## config.mk

```make
export PLATFORM = sky130hd
export DESIGN_NAME = scene_sequencer
export DESIGN_NICKNAME = d
export VERILOG_FILES = /design/src/rtl/scene_sequencer.sv
export SDC_FILE = /design/constraint.sdc
export NUM_CORES = 1
export LEC_CHECK = 0
export CORE_AREA = 2 2 84 86
export DETAILED_ROUTE_END_ITERATION = 16
export DIE_AREA = 0 0 86 88
export GPL_TIMING_DRIVEN = 0
export PLACE_DENSITY_LB_ADDON = 0.05
export SLEW_MARGIN = 20
export SYNTH_ARGS = -nofsm -noshare
export SYNTH_HDL_FRONTEND = slang
export SYNTH_SLANG_ARGS = --single-unit
```

## constraint.sdc

```tcl
create_clock -name i_clk_pix -period 1.73 [get_ports i_clk_pix]
set_clock_uncertainty 0.2 [all_clocks]
set_input_delay 0.346 -clock i_clk_pix [delete_from_list [all_inputs] [get_ports i_clk_pix]]
set_output_delay 0.346 -clock i_clk_pix [all_outputs]
set_load 0.05 [all_outputs]
```

## src/rtl/scene_sequencer.sv

```systemverilog
// Scene controller: menu -> fade-out -> game handshake -> fade-in -> play -> fade back to menu.
// SCENE_FADE_EN enables multi-frame brightness ramps; undefined, each fade state lasts one frame unscaled.
module scene_sequencer #(
    parameter int          CORDW           = 16,
    parameter int          FADE_SHIFT      = 5,
    parameter int          MIN_HOLD_FRAMES = 60,
    parameter logic [23:0] BG_COLOR        = 24'h00FFFF
) (
    input  logic        i_clk_pix,
    input  logic        i_rst_n,
    input  logic        i_frame,
    input  logic        i_start,
    input  logic        i_main_ready,
    input  logic        i_return_menu,
    input  logic        i_menu_drawing,
    input  logic [23:0] i_menu_rgb,
    input  logic        i_main_drawing,
    input  logic [23:0] i_main_rgb,
    output logic        o_main_start,
    output logic        o_menu_active,
    output logic [2:0]  o_state,
    output logic        o_drawing,
    output logic [7:0]  o_red,
    output logic [7:0]  o_green,
    output logic [7:0]  o_blue
);

    localparam int            FW   = FADE_SHIFT + 1;
    localparam logic [FW-1:0] FULL = FW'(2 ** FADE_SHIFT);
`ifdef SCENE_FADE_EN
    localparam bit            FADE_EN   = 1'b1;
    localparam logic [FW-1:0] RAMP_LAST = FW'(2 ** FADE_SHIFT - 1);
`else
    localparam bit            FADE_EN   = 1'b0;
    localparam logic [FW-1:0] RAMP_LAST = '0;
`endif

    typedef enum logic [2:0] {
        MENU        = 3'd0,
        FADE_OUT    = 3'd1,
        WAIT_READY  = 3'd2,
        FADE_IN     = 3'd3,
        PLAY        = 3'd4,
        RETURN_FADE = 3'd5,
        MENU_IN     = 3'd6
    } state_t;

    state_t           state;
    logic [FW-1:0]    fcnt;
    logic [FW-1:0]    fcnt_inc;
    logic [FW-1:0]    b;
    logic [FW-1:0]    b_next;
    logic [CORDW-1:0] hcnt;
    logic             start_q;
    logic             ramp_done;
    logic             is_fade;
    logic             use_menu;
    logic             sel_draw;
    logic [23:0]      sel_rgb;
    logic [23:0]      px;

    function automatic logic [7:0] scale(input logic [7:0] c, input logic [FW-1:0] bb);
`ifdef SCENE_FADE_EN
        logic [FW+7:0] prod;
        logic [FW+7:0] sh;
        prod = {{FW{1'b0}}, c} * {8'h00, bb};
        sh   = prod >> FADE_SHIFT;
        return (|sh[FW+7:8]) ? 8'hFF : sh[7:0];
`else
        return (bb == '0) ? 8'h00 : c;
`endif
    endfunction

    // Fade brightness uses the count the frame is about to hold, so the exit frame lands on the next state's level.
    always_comb begin
        fcnt_inc  = fcnt + 1'b1;
        ramp_done = i_frame && (fcnt == RAMP_LAST);
        is_fade   = (state == FADE_OUT) || (state == FADE_IN) ||
                    (state == RETURN_FADE) || (state == MENU_IN);
        b_next    = FULL;
        case (state)
`ifdef SCENE_FADE_EN
            FADE_OUT, RETURN_FADE: b_next = FULL - fcnt_inc;
            FADE_IN, MENU_IN:      b_next = fcnt_inc;
`endif
            WAIT_READY:            b_next = '0;
            default:               b_next = FULL;
        endcase
    end

    always_ff @(posedge i_clk_pix) begin
        if (!i_rst_n) begin
            state        <= MENU;
            fcnt         <= '0;
            hcnt         <= '0;
            b            <= FULL;
            start_q      <= 1'b1;
            o_main_start <= 1'b0;
        end else begin
            start_q <= i_start;
            if (i_frame) b <= b_next;
            if (is_fade && i_frame) fcnt <= fcnt_inc;
            if (state == WAIT_READY && i_frame && hcnt != '1) hcnt <= hcnt + 1'b1;
            case (state)
                MENU: if (i_start && !start_q) begin
                    state <= FADE_OUT;
                    fcnt  <= '0;
                end
                FADE_OUT: if (ramp_done) begin
                    state <= WAIT_READY;
                    fcnt  <= '0;
                    hcnt  <= '0;
                end
                WAIT_READY: begin
                    o_main_start <= 1'b1;
                    if (i_main_ready && hcnt >= CORDW'(MIN_HOLD_FRAMES)) begin
                        state <= FADE_IN;
                        fcnt  <= '0;
                        if (!FADE_EN) b <= FULL;
                    end
                end
                FADE_IN: if (ramp_done) begin
                    state <= PLAY;
                    fcnt  <= '0;
                end
                PLAY: if (i_return_menu) begin
                    state <= RETURN_FADE;
                    fcnt  <= '0;
                end
                RETURN_FADE: if (ramp_done) begin
                    state        <= MENU_IN;
                    fcnt         <= '0;
                    o_main_start <= 1'b0;
                end
                MENU_IN: if (ramp_done) begin
                    state <= MENU;
                    fcnt  <= '0;
                end
                default: state <= MENU;
            endcase
        end
    end

    always_comb begin
        use_menu = (state == MENU) || (state == FADE_OUT) || (state == MENU_IN);
        sel_draw = use_menu ? i_menu_drawing : i_main_drawing;
        sel_rgb  = use_menu ? i_menu_rgb : i_main_rgb;
        px       = sel_draw ? sel_rgb : BG_COLOR;
    end

    always_ff @(posedge i_clk_pix) begin
        if (!i_rst_n || state == WAIT_READY) begin
            o_drawing <= 1'b0;
            o_red     <= '0;
            o_green   <= '0;
            o_blue    <= '0;
        end else begin
            o_drawing <= sel_draw;
            o_red     <= scale(px[23:16], b);
            o_green   <= scale(px[15:8], b);
            o_blue    <= scale(px[7:0], b);
        end
    end

    assign o_state       = state;
    assign o_menu_active = (state == MENU) || (state == MENU_IN);

endmodule

```

; Word level (Yosys, flattened, before mapping)
; Cells that the tools add are included.
[totals]
ff_bits = 58
input_bits = 56
word_cells = 78
[classes]
reduce_logical = 24
n_eq_ne = 14
n_mux = 26
bitwise_logic = 1
add_sub_neg = 2
magnitude_cmp = 1
[ops]
columns = operator, n
row1 = 16-bit 2-to-1 mux, 4
row2 = 6-bit 2-to-1 mux, 9
row3 = 24-bit 2-to-1 mux, 1
row4 = 6-bit one-hot mux with 4 select lines, 1
row5 = 3-bit 2-to-1 mux, 7
row6 = 3-bit one-hot mux with 7 select lines, 1
row7 = "16-bit by 1-bit adder with 16-bit output, second input constant", 1
row8 = "16-bit by 6-bit >= comparator with 1-bit output, second input constant", 1
row9 = "16-bit inequality test, second input constant", 1
row10 = 6-bit zero test, 2
row11 = "2-bit inequality test, second input constant", 6
row12 = "3-bit equality test, second input constant", 3
row13 = 1-bit logical OR, 7
row14 = 7-bit AND reduction, 1
row15 = "6-bit by 1-bit adder with 6-bit output, second input constant", 1
row16 = "3-bit by 2-bit equality test with 1-bit output, second input constant", 2
row17 = 1-bit logical AND, 6
row18 = 4-bit OR reduction, 1
row19 = "3-bit by 1-bit equality test with 1-bit output, second input constant", 1
row20 = 3-bit zero test, 1
row21 = 3-bit OR reduction, 1
row22 = 1-bit zero test, 2
row23 = 1-bit 2-to-1 mux, 2
row24 = "2-bit by 1-bit inequality test with 1-bit output, second input constant", 1
row25 = other kinds (5), 5

; Logic depth before layout (Yosys ltp)
[depth]
ltp_word = 8
ltp_mapped = 7

; Least setup slack after synthesis
; Ideal clock, no wire load.
[synth_timing]
path_kind = flip-flop to output port
startpoint = register state[1], in the netlist o_state[1]
endpoint = output o_menu_active
setup_slack_ns = -0.711
path_buffers = 1
arrival_time_ns = 1.895
path_stages_with_launch = 4
cell_sequence = dfxtp_1 -> clkbuf_1 -> nand2_1 -> a21oi_1
[synth_between]
elab_chain_len = 2
[synth_lines]
columns = element, line_no
row1 = from (decl), 48  ; state_t state;
row2 = from (signal assigned), 93  ; state <= MENU;
row3 = from (signal assigned), 106  ; state <= FADE_OUT;
row4 = from (signal assigned), 110  ; state <= WAIT_READY;
row5 = 3-bit equality test or 3-bit zero test (tied branches), 166  ; assign o_menu_active = (state == MENU) || (state == MENU_IN);
row6 = 1-bit logical OR (*), 166
row7 = to (decl), 20  ; output logic o_menu_active,
; Every way passes the cells marked *; elsewhere a longest branch is shown, timed or not.

; Worst setup path after layout
[layout_timing]
startpoint = register b[3]
endpoint = register o_blue[0]
[layout_between]
elab_chain_len = 2
[layout_lines]
columns = element, line_no
row1 = from (decl), 51  ; logic [FW-1:0] b;
row2 = from (signal assigned), 101  ; if (i_frame) b <= b_next;
row3 = 6-bit zero test, 70  ; return (bb == '0) ? 8'h00 : c;
row4 = 2-bit OR reduction (no line), --
row5 = to (signal assigned), 161  ; o_blue <= scale(px[7:0], b);
row6 = to (decl), 25  ; output logic [7:0] o_blue
; Every way passes these cells.
; A chain may end at the register's enable or synchronous reset.

==> results.yml <==
setup_path:
  path_cells: "or4_4 -> o311ai_4 -> buf_6 -> buf_12 -> buf_12 -> a31oi_1"
  r2r_cells: 6
  critPathArrivalTime_ps: 1880
  cp.required_ps: 1740
  regToRegSetupSlack_ps: -140
  timing.rr.start: "b[3]"
  worst_setup_path_start_kind: "flop"
  crit_top_cell: "buf_12"
  critPathMaxFanout: 5
  endpoint_kind: "flop"
  crit_type: "flop to flop"
  slowest_stage: "or4_4"
  max_stage_delay_ps: 540
  r2r_end: "o_blue[0]"
routing:
  drtPass1Iterations: 4
  post_drt_wl_per_cell_um: 15.8
  ant_nets: 0
  drc: 0
  vias: 2618
  drtIter0Drc: 86
  finalWirelength_mm: 8.03
  vias_per_cell: 5.15
floorplanning:
  die-area_sq_mm: 0.00757
  pin_count: 86
  die_w_um: 86
  rows: 30
  fp.coreArea_sq_mm: 0.00664
  start_util: 0.407
  die_height_um: 88
layout:
  num-nets-final: 483
  layout_commonest_cell: "clkdlybuf4s50_1"
  layout_common_cells: "clkdlybuf4s50_1 (54), dfxtp_1 (49), nand2_1 (41)"
  n_antenna_cell: 0
  area_growth_syn_to_layout_pct: 70.9
  drive_above_1_share: 0.374
pwr:
  power.density_mw_per_mm2: 1130
  power_leakage_nw: 1.72
  total_power_mw: 5.22
  ir_drop_v: 0.000946
synthesis:
  async_flop_share: 0
  netlist_area_sq_mm: 0.00270
  synth_edf_count: 0
  synth_area_leaders: "dfxtp_1 (43%), nand2_1 (6.7%), xnor2_1 (5.2%)"
  avgSynthCellArea_sq_um: 9.10
  synth_cell_types: 49
  synth_top_cell_area_share: 0.429
  yosysTopAreaCell: "dfxtp_1"
  synth_ff_type: "dfxtp_1"
  yosys_warnings: 0
  ys_seq_area_frac: 0.429
  synth_nets: 357
  ys_ff_latch: 58
  syn_inst: 297
timing:
  rsz0062_at_grt: "yes"
  tns_ps: -4500
  final.setup.worst_slack_ps: -136
  finalHoldViolCount: 0
  finalSetupViolations: 51
  worst_slew_pin_slew_ps: 557
  slew_headroom: 0.629
  finalCritPeriodShare: 1.08
  fmax_mhz: 536
  finalMaxSlewViolations: 0
  period_minus_slack_ps: 1870
global_routing:
  grt_max_degree: 11
  grt_pass1_wl_mm: 12.5
  first_global_vias: 2451
  overflow: 0
  grt_usage: 0.216
  antenna_found_initial: 0
cts:
  clk_latency_ps: 330
  cts_num_sinks: 58
  htreeDepth: 3
  cts_tree: "yes"
  root_buffer: "clkbuf_8"
  cts_buffer_depth: 2
  numCtsBuffers: 9
  hold_buffers: 0
  clk_pin_slew_ps: 70
place:
  dpl.hpwl_mm: 5.04
  place.gp.congestion: 0.808
  port_buffers: 84
run_status:
  status: "finished, violations left"
  violations: "negative setup slack"
job:
  drv_cap: 0
worst_hold_path:
  holdCritStartpoint: "b[3]"
  worstHoldPathType: "flop to flop"
  min_to: "b[3]"
  worstHoldPathCells: 1
[through the flow]
stage / setup WS, ps / instances / hold WS, ps / utilization / instance area [sq um]
after floorplan: -30.4 / 297 / 220 / - / 2800
after global placement: -666 / 461 / 234 / 0.562 / 3740
after detailed placement: -675 / 461 / 241 / 0.562 / 3740
after CTS: -153 / 505 / 255 / 0.667 / 4430
after global routing: -215 / 508 / 264 / 0.695 / 4620
final: -136 / 508 / 258 / 0.695 / 4620
[how the worst max path moves through the flow]
stage,start,to,slack (ps)
2_1_floorplan,o_state[2],hcnt[1],-30
3_3_place_gp,i_rst_n,b[3],-670
3_5_place_dp,i_rst_n,b[4],-680
4_1_cts,b[1],o_blue[0],-150
5_1_grt,fcnt[4],fcnt[3],-210
6_report,b[3],o_blue[0],-140
[worst max-delay path, delay by kind of cell, from the launching register on]
family,cells,cell delay (ps)
and+or+nand+nor,1,540
buffers and inverters,3,410
DFF,1,320
AOI/OAI and AO/OA,2,280
[area by class of cell]
type | instances | area (sq um)
well taps | 80 | 100
clock buffers | 12 | 166
plain buffers | 12 | 126
clock inverters | 4 | 47.5
fillers | 505 | 2020
inverters | 6 | 22.5
repair buffers | 117 | 1140
multi-input cells | 219 | 1840
flip-flops and latches | 58 | 1180
[per-layer routing]
layer,wire length (um),GRT usage
met4,118,0.0707
met1,3630,0.272
met3,502,0.0584
met2,3790,0.358
met5,0,0
[kinds of logic (layout without fill, tap and decap cells)]
family | count (synthesis) | in the layout | share of synthesized area
xor+xnor | 20 | 20 | 0.0648
simple gates | 142 | 143 | 0.279
fa+ha+maj | 4 | 4 | 0.0185
flops | 58 | 58 | 0.429
buf+inv | 21 | 151 | 0.0412
compound gates | 40 | 40 | 0.118
mux | 12 | 12 | 0.0491
[repair_timing]
item / in CTS / in global routing
setup endpoints to repair: 85 / 84
buffers inserted: 25 / 5
pin swaps: 29 / 20
gates cloned: 4 / 0
resized for setup: 107 / 88
[synth_stat cells, types with 2 or more instances]
library cell	number
a211oi_1	4
a21oi_1	5
a31oi_1	16
and2_1	8
and3_1	4
buf_2	5
buf_4	5
clkbuf_1	3
dfxtp_1	58
ha_1	4
inv_1	6
mux2i_1	11
nand2_1	48
nand2b_1	2
nand3_1	9
nand3b_1	2
nand4_1	8
nor2_1	28
nor3_1	12
nor3b_1	2
nor4_1	4
nor4_2	4
o21ai_0	5
xnor2_1	16
xor2_1	4
[state kept, by name, summed over array words and instances (netlist names)]
| signal | cells |
|---|---|
| hcnt | 16 |
| o_blue | 8 |
| o_green | 8 |
| o_red | 8 |
| b | 6 |
| fcnt | 6 |
| o_state | 3 |
| o_drawing | 1 |
| o_main_start | 1 |
| start_q | 1 |
[power by group]
| part | internal [mW] | total [mW] | switching, mW |
|---|---|---|---|
| combinational | 0.968 | 2.30 | 1.33 |
| clock | 0.788 | 1.35 | 0.558 |
| sequential | 1.49 | 1.57 | 0.0817 |
| total | 3.24 | 5.22 | 1.97 |
(Power assumes the default switching activity.)
